[config.mk]
export PLATFORM = sky130hd
export DESIGN_NAME = draw_ball
export DESIGN_NICKNAME = d
export VERILOG_FILES = /design/src/rtl/draw_ball.sv
export SDC_FILE = /design/constraint.sdc
export NUM_CORES = 1
export LEC_CHECK = 0
export ABC_AREA = 1
export BUFFER_PORTS_ARGS = -buffer_cell sky130_fd_sc_hd__buf_4
export CAP_MARGIN = 20
export CORE_MARGIN = 4
export CORE_UTILIZATION = 62
export DETAILED_ROUTE_END_ITERATION = 12
export PLACE_DENSITY = 0.85
export SYNTH_ARGS = -nofsm -noshare
export SYNTH_HDL_FRONTEND = slang
export SYNTH_SLANG_ARGS = --single-unit
[constraint.sdc]
create_clock -name pclk -period 7 [get_ports pclk]
set_clock_uncertainty 0.05 [all_clocks]
set_input_delay 0.35 -clock pclk [delete_from_list [all_inputs] [get_ports pclk]]
set_output_delay 0.35 -clock pclk [all_outputs]
set_load 0.005 [all_outputs]
[src/rtl/draw_ball.sv]
// rtl/draw_ball.sv - ball overlay and per-frame ball motion FSM (serve, move, bounce, score)
// Optional DRAW_BALL_SPEEDUP_EN: each racket bounce raises speed up to MAX_SPEED.
module draw_ball #(
   parameter int H_RES        = 1024,
   parameter int V_RES        = 768,
   parameter int SIZE         = 10,
   parameter int SPEED        = 4,
   parameter int MAX_SPEED    = 12,
   parameter int RACKET_LEN   = 80,
   parameter int L_FACE       = 60,
   parameter int R_FACE       = 963,
   parameter int SERVE_FRAMES = 60
) (
   input  logic        pclk,
   input  logic        rst,
   input  logic [10:0] vcount_in,
   input  logic [10:0] hcount_in,
   input  logic        vsync_in,
   input  logic        hsync_in,
   input  logic        vblnk_in,
   input  logic        hblnk_in,
   input  logic [11:0] rgb_in,
   input  logic [11:0] y_pos,
   input  logic [9:0]  y_pos_sec,
   input  logic [11:0] ball_color,
   input  logic        start,
   output logic [10:0] vcount_out,
   output logic [10:0] hcount_out,
   output logic        vsync_out,
   output logic        hsync_out,
   output logic        vblnk_out,
   output logic        hblnk_out,
   output logic [11:0] rgb_out,
   output logic [10:0] ball_x,
   output logic [10:0] ball_y,
   output logic        point_left,
   output logic        point_right
);

   typedef enum logic [1:0] {IDLE, SERVE, MOVE, SCORED} state_t;

   localparam int          CW      = $clog2(SERVE_FRAMES + 1);
   localparam logic [10:0] X_C     = 11'((H_RES - SIZE) / 2);
   localparam logic [10:0] Y_C     = 11'((V_RES - SIZE) / 2);
   localparam logic [12:0] S13     = 13'(SIZE);
   localparam logic [12:0] H13     = 13'(H_RES);
   localparam logic [12:0] V13     = 13'(V_RES);
   localparam logic [12:0] L13     = 13'(L_FACE);
   localparam logic [12:0] R13     = 13'(R_FACE);
   localparam logic [12:0] RL13    = 13'(RACKET_LEN);
   localparam logic [3:0]  SPD_RST = 4'(SPEED);

   state_t          state, state_nxt;
   logic [10:0]     x_nxt, y_nxt;
   logic            dx, dx_nxt, dy, dy_nxt;
   logic [CW-1:0]   cnt, cnt_nxt;
   logic            pl_nxt, pr_nxt;
   logic [3:0]      speed;
`ifdef DRAW_BALL_SPEEDUP_EN
   logic [3:0]      speed_nxt;
   logic [3:0]      speed_up;
   assign speed_up = (speed >= 4'(MAX_SPEED)) ? 4'(MAX_SPEED) : speed + 4'd1;
`else
   assign speed = (SPEED > MAX_SPEED) ? 4'(MAX_SPEED) : SPD_RST;
`endif

   logic        tick;
   logic [12:0] x13, y13, sp13, top_l, top_r, h13, v13;
   logic        ov_l, ov_r, in_ball;

   // vblnk_out is already the registered copy of vblnk_in
   assign tick  = vblnk_in & ~vblnk_out;
   assign x13   = {2'b00, ball_x};
   assign y13   = {2'b00, ball_y};
   assign sp13  = {9'd0, speed};
   assign top_l = {1'b0, y_pos};
   assign top_r = {3'b000, y_pos_sec};
   assign ov_l  = (y13 + S13 > top_l) && (y13 < top_l + RL13);
   assign ov_r  = (y13 + S13 > top_r) && (y13 < top_r + RL13);
   assign h13   = {2'b00, hcount_in};
   assign v13   = {2'b00, vcount_in};
   assign in_ball = (h13 >= x13) && (h13 < x13 + S13) && (v13 >= y13) && (v13 < y13 + S13);

   always_ff @(posedge pclk or negedge rst) begin
      if (!rst) state <= IDLE;
      else      state <= state_nxt;
   end

   always_comb begin
      state_nxt = state;
      x_nxt     = ball_x;
      y_nxt     = ball_y;
      dx_nxt    = dx;
      dy_nxt    = dy;
      cnt_nxt   = cnt;
      pl_nxt    = 1'b0;
      pr_nxt    = 1'b0;
`ifdef DRAW_BALL_SPEEDUP_EN
      speed_nxt = speed;
`endif
      case (state)
         IDLE: begin
            if (tick && start) begin
               state_nxt = SERVE;
               cnt_nxt   = '0;
            end
         end
         SERVE: begin
            if (tick) begin
               cnt_nxt = cnt + 1'b1;
               if (cnt_nxt == CW'(SERVE_FRAMES)) state_nxt = MOVE;
            end
         end
         MOVE: begin
            if (tick) begin
               if (!dy) begin
                  if (y13 < sp13) begin
                     y_nxt  = '0;
                     dy_nxt = 1'b1;
                  end else begin
                     y_nxt = ball_y - 11'(speed);
                  end
               end else if (y13 + S13 + sp13 > V13) begin
                  y_nxt  = 11'(V_RES - SIZE);
                  dy_nxt = 1'b0;
               end else begin
                  y_nxt = ball_y + 11'(speed);
               end

               if (!dx) begin
                  if (x13 >= L13 && x13 - sp13 < L13 && ov_l) begin
                     x_nxt  = 11'(L_FACE);
                     dx_nxt = 1'b1;
`ifdef DRAW_BALL_SPEEDUP_EN
                     speed_nxt = speed_up;
`endif
                  end else if (x13 < sp13) begin
                     state_nxt = SCORED;
                     pr_nxt    = 1'b1;
                  end else begin
                     x_nxt = ball_x - 11'(speed);
                  end
               end else begin
                  if (x13 + S13 <= R13 && x13 + S13 + sp13 > R13 && ov_r) begin
                     x_nxt  = 11'(R_FACE - SIZE);
                     dx_nxt = 1'b0;
`ifdef DRAW_BALL_SPEEDUP_EN
                     speed_nxt = speed_up;
`endif
                  end else if (x13 + S13 + sp13 > H13) begin
                     state_nxt = SCORED;
                     pl_nxt    = 1'b1;
                  end else begin
                     x_nxt = ball_x + 11'(speed);
                  end
               end
            end
         end
         SCORED: begin
            // serve toward the player who just lost the point
            x_nxt     = X_C;
            y_nxt     = Y_C;
            dx_nxt    = ~point_right;
            cnt_nxt   = '0;
            state_nxt = SERVE;
`ifdef DRAW_BALL_SPEEDUP_EN
            speed_nxt = SPD_RST;
`endif
         end
         default: state_nxt = IDLE;
      endcase
   end

   always_ff @(posedge pclk or negedge rst) begin
      if (!rst) begin
         vcount_out  <= '0;
         hcount_out  <= '0;
         vsync_out   <= 1'b0;
         hsync_out   <= 1'b0;
         vblnk_out   <= 1'b0;
         hblnk_out   <= 1'b0;
         rgb_out     <= '0;
         ball_x      <= X_C;
         ball_y      <= Y_C;
         dx          <= 1'b1;
         dy          <= 1'b1;
         cnt         <= '0;
         point_left  <= 1'b0;
         point_right <= 1'b0;
`ifdef DRAW_BALL_SPEEDUP_EN
         speed       <= SPD_RST;
`endif
      end else begin
         vcount_out  <= vcount_in;
         hcount_out  <= hcount_in;
         vsync_out   <= vsync_in;
         hsync_out   <= hsync_in;
         vblnk_out   <= vblnk_in;
         hblnk_out   <= hblnk_in;
         rgb_out     <= in_ball ? ball_color : rgb_in;
         ball_x      <= x_nxt;
         ball_y      <= y_nxt;
         dx          <= dx_nxt;
         dy          <= dy_nxt;
         cnt         <= cnt_nxt;
         point_left  <= pl_nxt;
         point_right <= pr_nxt;
`ifdef DRAW_BALL_SPEEDUP_EN
         speed       <= speed_nxt;
`endif
      end
   end

endmodule

==> results of run 1 <==
final timing paths:
check | start | end | slack (ns)
max in group asynchronous | rst | point_right | 6.23
hold reg to reg | cnt[5] | cnt[5] | 0.47
setup reg to reg | ball_x[3] | rgb_out[6] | 3.31
setup / recovery | ball_x[3] | rgb_out[6] | 3.31
hold / removal | hsync_in | hsync_out | 0.06
min in group asynchronous | rst | rgb_out[9] | 0.08
kinds of logic after synthesis:
family	count (synthesis)	share of synthesized area (%)
and+or+nand+nor	455	32.0
buffers and inverters	136	8.02
AOI/OAI and AO/OA	118	10.3
adders and majority gates	106	18.9
DFF	72	26.0
xor gates and xnor gates	38	4.74
layer usage:
layer / vias to the layer above / global-route usage, % / part of all wire (%)
met1: 3139 / 41.7 / 43
met5: - / 0 / 0
li1: 3325 / - / -
met3: 32 / 5.02 / 9.9
met4: 0 / 8.79 / 1.5
met2: 320 / 48.2 / 46
worst register-to-register path, cell delays in order, from the launching register on:
cell and delay [ns]:
dfstp_2 0.62, inv_4 0.12, ha_1 0.19, nand2_1 0.20
nand2_8 0.12, nand2_2 0.13, nand2_2 0.11, ha_1 0.32
a21oi_1 0.15, o221ai_1 0.14, a21oi_1 0.20, o21ai_0 0.12
nand2_1 0.07, o211a_1 0.46, nand2_1 0.37, nand2_1 0.16
nand2_1 0.06
stage by stage:
stage	instance area, µm²	cells
6_report	8410	1203
5_1_grt	8410	1203
4_1_cts	8410	1203
3_5_place_dp	8120	1187
3_3_place_gp	8120	1187
2_1_floorplan	7020	925
area by class of cell:
type	count	area, µm²	share of cell area [%]
well taps	140	175	2.08
clock buffers	9	225	2.68
flip-flops and latches	72	1820	21.7
multi-input cells	717	4630	55.0
clock inverters	7	72.6	0.863
repair buffers	137	1030	12.2
inverters	121	458	5.44
power breakdown:
group | internal, W | switching, W
Clock | 0.000252 | 0.000220
Combinational | 0.000823 | 0.00139
Sequential | 0.000549 | 0.000217
sequential cells by signal, indices dropped and copies added (netlist names), 2 cells and up:
| register | flops |
|---|---|
| rgb_out | 12 |
| ball_x | 11 |
| ball_y | 11 |
| hcount_out | 11 |
| vcount_out | 11 |
| cnt | 6 |
| state | 2 |
Yosys cell counts, types with 8 or more instances:
cell type  count  area share (%)
nand2_1      219              12
ha_1         106              19
inv_1        104             5.6
nand3_1       63             4.5
dfrtp_1       55              20
nor2_1        55             2.9
a21oi_1       44             3.1
o21ai_0       34             2.4
xor2_1        34             4.2
nand2_2       30             2.7
dfstp_2       17             6.4
nand4_1       17             1.5
nor3_1        16             1.1
nand2_4       13             2.1
nor2_2        11            0.98
inv_2          8            0.43
nand3_2        8             1.1
==> results.json, run 1 <==
{
  "status": "finished clean",
  "wire_per_inst_um": 16.1,
  "fin_crit_sh_pct": 52.8,
  "ys.flop_type": "dfrtp_1",
  "finalWirelength_um": 19400,
  "hold_buffers": 0,
  "yosys_warnings": 0,
  "setup.worst_path.start_class": "flop",
  "end_kind": "flop",
  "critPathSlowestCell": "dfstp_2",
  "n_antenna_cell": 0,
  "die_h_um": 114,
  "tns_ns": 0,
  "pin_count": 137,
  "routabilityCongestion": 0.950,
  "grt_overflow_total": 0,
  "grt_max_degree": 73,
  "synth_edf_count": 0,
  "path_max_fanout": 13,
  "syn_nets": 1106,
  "syn2layout_area_growth_pct": 19.9,
  "cts_tree": "yes",
  "async_flop_share_pct": 100,
  "postCtsSetupBuffers": 0,
  "setup-violations-final": 0,
  "syn_area_um2": 7020,
  "post_cts_resized": 0,
  "min_period_ns": 3.69,
  "powerDensity_nw_per_um2": 411,
  "ys_seq_elements": 72,
  "cp.required_ns": 7.19,
  "place_ws_ns": 3.35,
  "drt-pass1-iter-count": 5,
  "dieArea_um2": 13100,
  "clkSlewWorstSetupHoldPaths_ns": 0.07,
  "vias_per_cell": 5.67,
  "fin_ws_ns": 3.31,
  "track_usage_pct": 30.0,
  "hpwl_um": 15400,
  "htree_levels": 3,
  "drcViolationCount": 0,
  "critical_path_buf_inv_count": 1,
  "nets": 1239,
  "layout_common_cells": "219 x nand2_1, 137 x buf_4, 106 x ha_1",
  "num_rows": 38,
  "path_depth": 16,
  "clock_latency_ns": 0.35,
  "cts_buffers": 9,
  "hold_violations": 0,
  "initial_core_util_pct": 64.2,
  "fmax_mhz": 271,
  "critPathKind": "flop to flop",
  "synth_cell_types": 57,
  "hold_class": "primary input to flop",
  "leakage_nw": 4.39,
  "grt_pass1_wl_um": 31500,
  "die_w_um": 114,
  "core_area_um2": 10900,
  "rsz0062_at_grt": "no",
  "fill_cells": 830,
  "cts_buffer_depth": 2,
  "avgSynthCellArea_um2": 7.59,
  "portBuffers": 136,
  "antenna_found_initial": 0,
  "critical_path_arrival_ns": 3.88,
  "worst_pin_slew_ns": 0.911,
  "dr_total_vias": 6816,
  "drtIter0Drc": 574,
  "total_power_w": 0.00345,
  "cpMostUsedCell": "nand2_1",
  "ff2ff_path_depth": 16,
  "final_common_cell": "nand2_1",
  "utilization_pct": 76.9,
  "ys_seq_area_share_pct": 26.0,
  "crit_chain": "inv_4 > ha_1 > nand2_1 > nand2_8 > nand2_2 > nand2_2 > ha_1 > a21oi_1 > o221ai_1 > a21oi_1 > o21ai_0 > nand2_1 > o211a_1 > nand2_1 > nand2_1 > nand2_1",
  "ctsRootBufferMaster": "clkbuf_16",
  "cpLargestDelayFamily": "simple AND/OR/NAND/NOR gates",
  "critPathMaxStageDelay_ns": 0.62,
  "cts.sinks": 72,
  "hold_depth": 1,
  "synthCells": 925,
  "maxSlewHeadroom_pct": 39.3,
  "holdWs_ns": 0.0550,
  "slew_violations": 0,
  "drv_cap": 0,
  "ir_drop_uv": 238,
  "grt_pass1_vias": 6563,
  "antenna_left": 0,
  "layout-drive-gt1-share_pct": 24.6
}
Power figures use the tool's default switching activity.
==> run 2, diff against run 1 <==
ABC_AREA = 0   (was 1)
CORE_UTILIZATION = 57   (was 62)
PLACE_DENSITY = 0.8   (was 0.85)
clock period = 3.65 ns   (was 7 ns; I/O delays follow)
==> run 2 against run 1 <==
Total power is 55% higher; sequential power is 50% higher; sequential share of layout area is 0.88 points lower; core utilization is 0.098 points lower; cell area is 4.3% higher; combinational power is 48% higher; worst hold slack worse by 0.036 ns; via count is 0.70% lower; first-iteration DRC count is 14% higher; fmax is 1.7% higher; register-to-register slack worse by 3.3 ns; critical path type unchanged; largest cell class unchanged.
==> results.json, run 2 <==
{
  "status": "finished clean",
  "num_rows": 39,
  "ys_seq_area_share_pct": 27.4,
  "grt_use_met3_pct": 5.70,
  "nets": 1117,
  "largest_reg_flops": 12,
  "async_flop_share_pct": 100,
  "leakage_nw": 4.16,
  "routabilityCongestion": 0.918,
  "syn_nets": 925,
  "critPathKind": "flop to flop",
  "grtUsageMet1_pct": 40.0,
  "path_max_fanout": 5,
  "cts.sinks": 72,
  "antenna_left": 0,
  "n_antenna_cell": 0,
  "drcViolationCount": 0,
  "setup-violations-final": 0,
  "antenna_found_initial": 0,
  "grt_pass1_wl_um": 33200,
  "clkSlewWorstSetupHoldPaths_ns": 0.06,
  "hold_class": "primary input to flop",
  "clock_latency_ns": 0.35,
  "dr_total_vias": 6768,
  "slew_violations": 0,
  "ir_drop_uv": 449,
  "powerDensity_nw_per_um2": 610,
  "pin_count": 137,
  "critPathMaxStageDelay_ns": 0.53,
  "syn_area_um2": 6670,
  "track_usage_pct": 31.0,
  "cts_buffers": 9,
  "synth_cell_types": 88,
  "final_cells": 1084,
  "end_kind": "flop",
  "hold_violations": 0,
  "dieArea_um2": 13500,
  "synth_area_leaders": "dfrtp_1 21%, ha_1 20%, dfstp_2 6.7%",
  "fin_crit_sh_pct": 99.6,
  "layout-drive-gt1-share_pct": 29.3,
  "cp.required_ns": 3.87,
  "multi_input_area_um2": 4610,
  "die_w_um": 116,
  "layout_common_cells": "178 x buf_4, 103 x ha_1, 64 x inv_1",
  "seqCellArea_um2": 1820,
  "utilization_pct": 76.8,
  "core_area_um2": 11400,
  "yosys_warnings": 0,
  "cts_buffer_depth": 2,
  "drtIter0Drc": 655,
  "grt_overflow_total": 0,
  "cpLargestDelayFamily": "compound AO/OA/AOI/OAI gates",
  "finalWirelength_um": 21000,
  "ctsRootBufferMaster": "clkbuf_16",
  "htree_levels": 3,
  "grt_use_met2_pct": 52.1,
  "setup.worst_path.start_class": "flop",
  "synth.most_common_cell": "ha_1",
  "dp_cells": 1027,
  "critical_path_buf_inv_count": 1,
  "ys_seq_elements": 72,
  "fill_cells": 799,
  "wire_per_inst_um": 19.4,
  "cts_tree": "yes",
  "critical_path_arrival_ns": 3.85,
  "grt_pass1_vias": 6841,
  "synth_edf_count": 0,
  "synth_common_cells": "106 x ha_1, 65 x inv_1, 55 x dfrtp_1",
  "worst_pin_slew_ns": 0.955,
  "avgSynthCellArea_um2": 8.96,
  "holdWs_ns": 0.0187,
  "min_period_ns": 3.63,
  "initial_core_util_pct": 58.4,
  "maxSlewHeadroom_pct": 36.3,
  "yosys.area.top_type": "dfrtp_1",
  "ys.flop_type": "dfrtp_1",
  "grt-busiest-layer": "met2",
  "total_power_w": 0.00535,
  "grt_max_degree": 73,
  "final_common_cell": "buf_4",
  "top_register": "rgb_out",
  "vias_per_cell": 6.24,
  "die_h_um": 116,
  "portBuffers": 136,
  "drv_cap": 0,
  "synthCells": 744,
  "hpwl_um": 15400,
  "syn2layout_area_growth_pct": 31.6,
  "crit_chain": "ha_1 > o21a_2 > xnor2_1 > inv_1 > ha_1 > nand4_1 > a31oi_1 > nor3_1 > o21ai_1 > or4b_4 > o31a_1 > a32oi_1 > o21ai_1",
  "yosys.area.top_type_share_pct": 20.6,
  "drt-pass1-iter-count": 6,
  "fmax_mhz": 275,
  "critPathSlowestCell": "or4b_4"
}
## run 2: cell families after synthesis
kind of cell	count (synthesis)	synth area share, %
buffers and inverters	93	5.69
AO/OA/AOI/OAI	205	20.9
adder cells (fa/ha/maj)	106	19.9
multiplexers	20	3.29
flip-flops	72	27.4
XOR/XNOR	40	5.76
AND/OR/NAND/NOR	208	17.1
## run 2: final cells by class
| class | instances | share of cell area [%] |
|---|---|---|
| Multi-Input combinational cell | 579 | 52.5 |
| Sequential cell | 72 | 20.8 |
| Timing Repair Buffer | 205 | 18.3 |
| Inverter | 69 | 2.95 |
| Clock buffer | 12 | 2.81 |
| Tap cell | 143 | 2.04 |
| Clock inverter | 4 | 0.599 |
## run 2: timing repair
action / CTS / global route
endpoints found under the hold margin: 81 / 0
setup endpoints to repair: 3 / 25
setup buffers: 3 / 11
hold buffers: 27 / 0
pin swaps: 1 / 13
resized for setup: 3 / 29
## run 2: power breakdown
group	leakage, nW	internal, W	switching (W)	total, W
sequential	0.849	0.000956	0.000189	0.00115
combinational	3.17	0.00145	0.00183	0.00328
clock	0.147	0.000552	0.000371	0.000922
## run 2: metrics by stage
| stage | cell area (µm²) | TNS (ns) | setup WS [ns] |
|---|---|---|---|
| floorplan | 6670 | 0 | 0.0685 |
| global placement | 7960 | 0 | 0.0258 |
| detailed placement | 7960 | -0.0605 | -0.0523 |
| CTS | 8560 | 0 | 0.0223 |
| global route | 8770 | -0.608 | -0.109 |
| finish | 8770 | 0 | 0.0151 |
## run 2: path summary, 6_finish.rpt
| check | startpoint | to | slack [ns] | cells past startpoint |
|---|---|---|---|---|
| max | ball_y[2] | ball_x[1] | 0.02 | 13 |
| min | ball_color[8] | rgb_out[8] | 0.02 | 2 |
| max in group asynchronous | rst | ball_x[2] | 2.40 | 2 |
| min reg2reg | point_right | dx | 0.47 | 2 |
| min in group asynchronous | rst | hcount_out[3] | 0.49 | 2 |
| max reg2reg | ball_y[2] | ball_x[1] | 0.02 | 13 |
## run 2: routing by layer
layer / wire length (µm) / vias up / part of all wire [%]
li1: - / 3119 / -
met1: 8710 / 3212 / 41
met2: 10100 / 380 / 48
met3: 1700 / 57 / 8.1
met4: 570 / 0 / 2.7
met5: 0 / - / 0
==> run 3, diff against run 2 <==
ABC_AREA = 1   (was 0)
PLACE_DENSITY = 0.79   (was 0.8)
==> run 3 against run 2 <==
Sequential cell count unchanged; largest cell class unchanged; critical path type unchanged; routed wire length fell by 4.5%; via count rose by 3.1%.
==> results.json, run 3 (same netlist as run 1, synthesis figures left out) <==
{
  "status": "finished clean",
  "ir_drop_uv": 442,
  "grt_pass1_vias": 6720,
  "dieArea_um2": 14100,
  "drtIter0Drc": 655,
  "initial_core_util_pct": 58.4,
  "setup.worst_path.start_class": "flop",
  "holdWs_ns": 0.0146,
  "finalWirelength_um": 20100,
  "rrSetupSlack_ns": 0.23,
  "dp_cells": 1200,
  "syn2layout_area_growth_pct": 27.7,
  "routabilityCongestion": 0.949,
  "r2r-end": "ball_x[1]",
  "final_common_cell": "nand2_1",
  "min_period_ns": 3.42,
  "maxSlewHeadroom_pct": 37.0,
  "hold_class": "primary input to flop",
  "cts_buffer_depth": 2,
  "clkSlewWorstSetupHoldPaths_ns": 0.06,
  "drv_cap": 0,
  "hpwl_um": 15300,
  "powerDensity_nw_per_um2": 762,
  "path_max_fanout": 7,
  "cts_tree": "yes",
  "worst_pin_slew_ns": 0.945,
  "n_antenna_cell": 0,
  "track_usage_pct": 28.6,
  "dr_total_vias": 6980,
  "core_area_um2": 12000,
  "portBuffers": 136,
  "ff2ff_path_depth": 27,
  "antenna_left": 0,
  "cp.required_ns": 3.88,
  "pin_count": 137,
  "layout_common_cells": "216 x nand2_1, 148 x buf_4, 106 x ha_1",
  "fin_crit_sh_pct": 93.6,
  "placed_cell_area_um2": 8170,
  "vias_per_cell": 5.53,
  "tns_ns": 0,
  "num_rows": 40,
  "nets": 1291,
  "drcViolationCount": 0,
  "largest_reg_flops": 12,
  "seqCellArea_um2": 1820,
  "htree_levels": 3,
  "die_h_um": 119,
  "slew_violations": 0,
  "wire_per_inst_um": 15.9,
  "fmax_mhz": 293,
  "layout-drive-gt1-share_pct": 25.2,
  "setup-violations-final": 0,
  "holdPathEnd": "rgb_out[4]",
  "grt_pass1_wl_um": 33300,
  "drt-pass1-iter-count": 6,
  "final_cells": 1262,
  "grt_max_degree": 73,
  "worstHoldStart": "ball_color[4]",
  "fill_cells": 940,
  "fin_area_um2": 8960,
  "leakage_nw": 4.62,
  "clock_latency_ns": 0.34,
  "r2r_start": "ball_y[3]",
  "critPathKind": "flop to flop",
  "hold_depth": 3,
  "cts.sinks": 72,
  "critical_path_arrival_ns": 3.65,
  "grt_overflow_total": 0,
  "multi_input_area_um2": 4650,
  "end_kind": "flop",
  "total_power_w": 0.00683,
  "ctsRootBufferMaster": "clkbuf_16",
  "top_register": "rgb_out",
  "hold_violations": 0,
  "die_w_um": 119,
  "cts_buffers": 9,
  "antenna_found_initial": 0
}
-- run 3: area by class of cell --
type | count | area share (%)
Clock buffer | 10 | 2.67
Clock inverter | 6 | 0.810
Inverter | 121 | 5.15
Multi-Input combinational cell | 717 | 51.9
Sequential cell | 72 | 20.4
Tap cell | 147 | 2.05
Timing Repair Buffer | 189 | 17.1
-- run 3: critical path, stage by stage (launching register included) --
cell        delay, ns
dfstp_2          0.56
clkinvlp_4       0.16
ha_1             0.21
nand2_1          0.09
nand2_1          0.07
nand2_2          0.09
nor2_1           0.07
nand3_1          0.11
xor2_2           0.18
inv_1            0.08
ha_1             0.30
nand2_1          0.07
nor2_1           0.13
nand2_1          0.07
nand2_1          0.06
nand2_1          0.04
nand2_1          0.05
nand2_1          0.06
nand2_1          0.07
nand2_2          0.06
a21oi_4          0.17
nand2_4          0.08
nand2_4          0.08
nor2_4           0.04
nor2_4           0.14
buf_6            0.16
nand2_2          0.05
nand2_2          0.07
-- run 3: per-layer routing --
metal | part of all wire, % | GRT usage, % | up-vias | wire length [µm]
met5 | 0 | 0 | - | 0
met4 | 1.4 | 6.52 | 0 | 281
met3 | 7.2 | 5.98 | 32 | 1440
met2 | 47 | 46.6 | 291 | 9440
met1 | 44 | 39.3 | 3227 | 8920
li1 | - | - | 3430 | -
-- run 3: what timing repair did --
item | 4_1_cts | 5_1_grt
endpoints found under the setup margin | 0 | 24
endpoints found under the hold margin | 93 | 0
resized for setup | 0 | 8
setup buffers | 0 | 7
hold buffers | 39 | 0
-- run 3: how the worst max path moves through the flow --
| stage | startpoint | to | slack, ns |
|---|---|---|---|
| 6_report | ball_y[3] | ball_x[1] | 0.23 |
| 5_1_grt | ball_y[3] | ball_x[5] | -0.06 |
| 2_1_floorplan | ball_y[3] | ball_x[9] | 0.52 |
| 3_5_place_dp | ball_y[3] | ball_x[9] | 0.18 |
| 4_1_cts | ball_y[3] | ball_x[9] | 0.10 |
| 3_3_place_gp | ball_y[3] | ball_x[10] | 0.31 |
-- run 3: stage by stage --
stage | setup WS, ns | utilization [%]
CTS | 0.104 | 73.9
global placement | 0.307 | 68.0
detailed placement | 0.183 | 68.0
floorplan | 0.522 | -
global route | -0.0608 | 74.6
finish | 0.234 | 74.6
-- run 3: where the power goes --
group,total (W),internal [W],switching (W)
Combinational,0.00449,0.00172,0.00277
Clock,0.000927,0.000558,0.000370
Sequential,0.00141,0.00105,0.000360
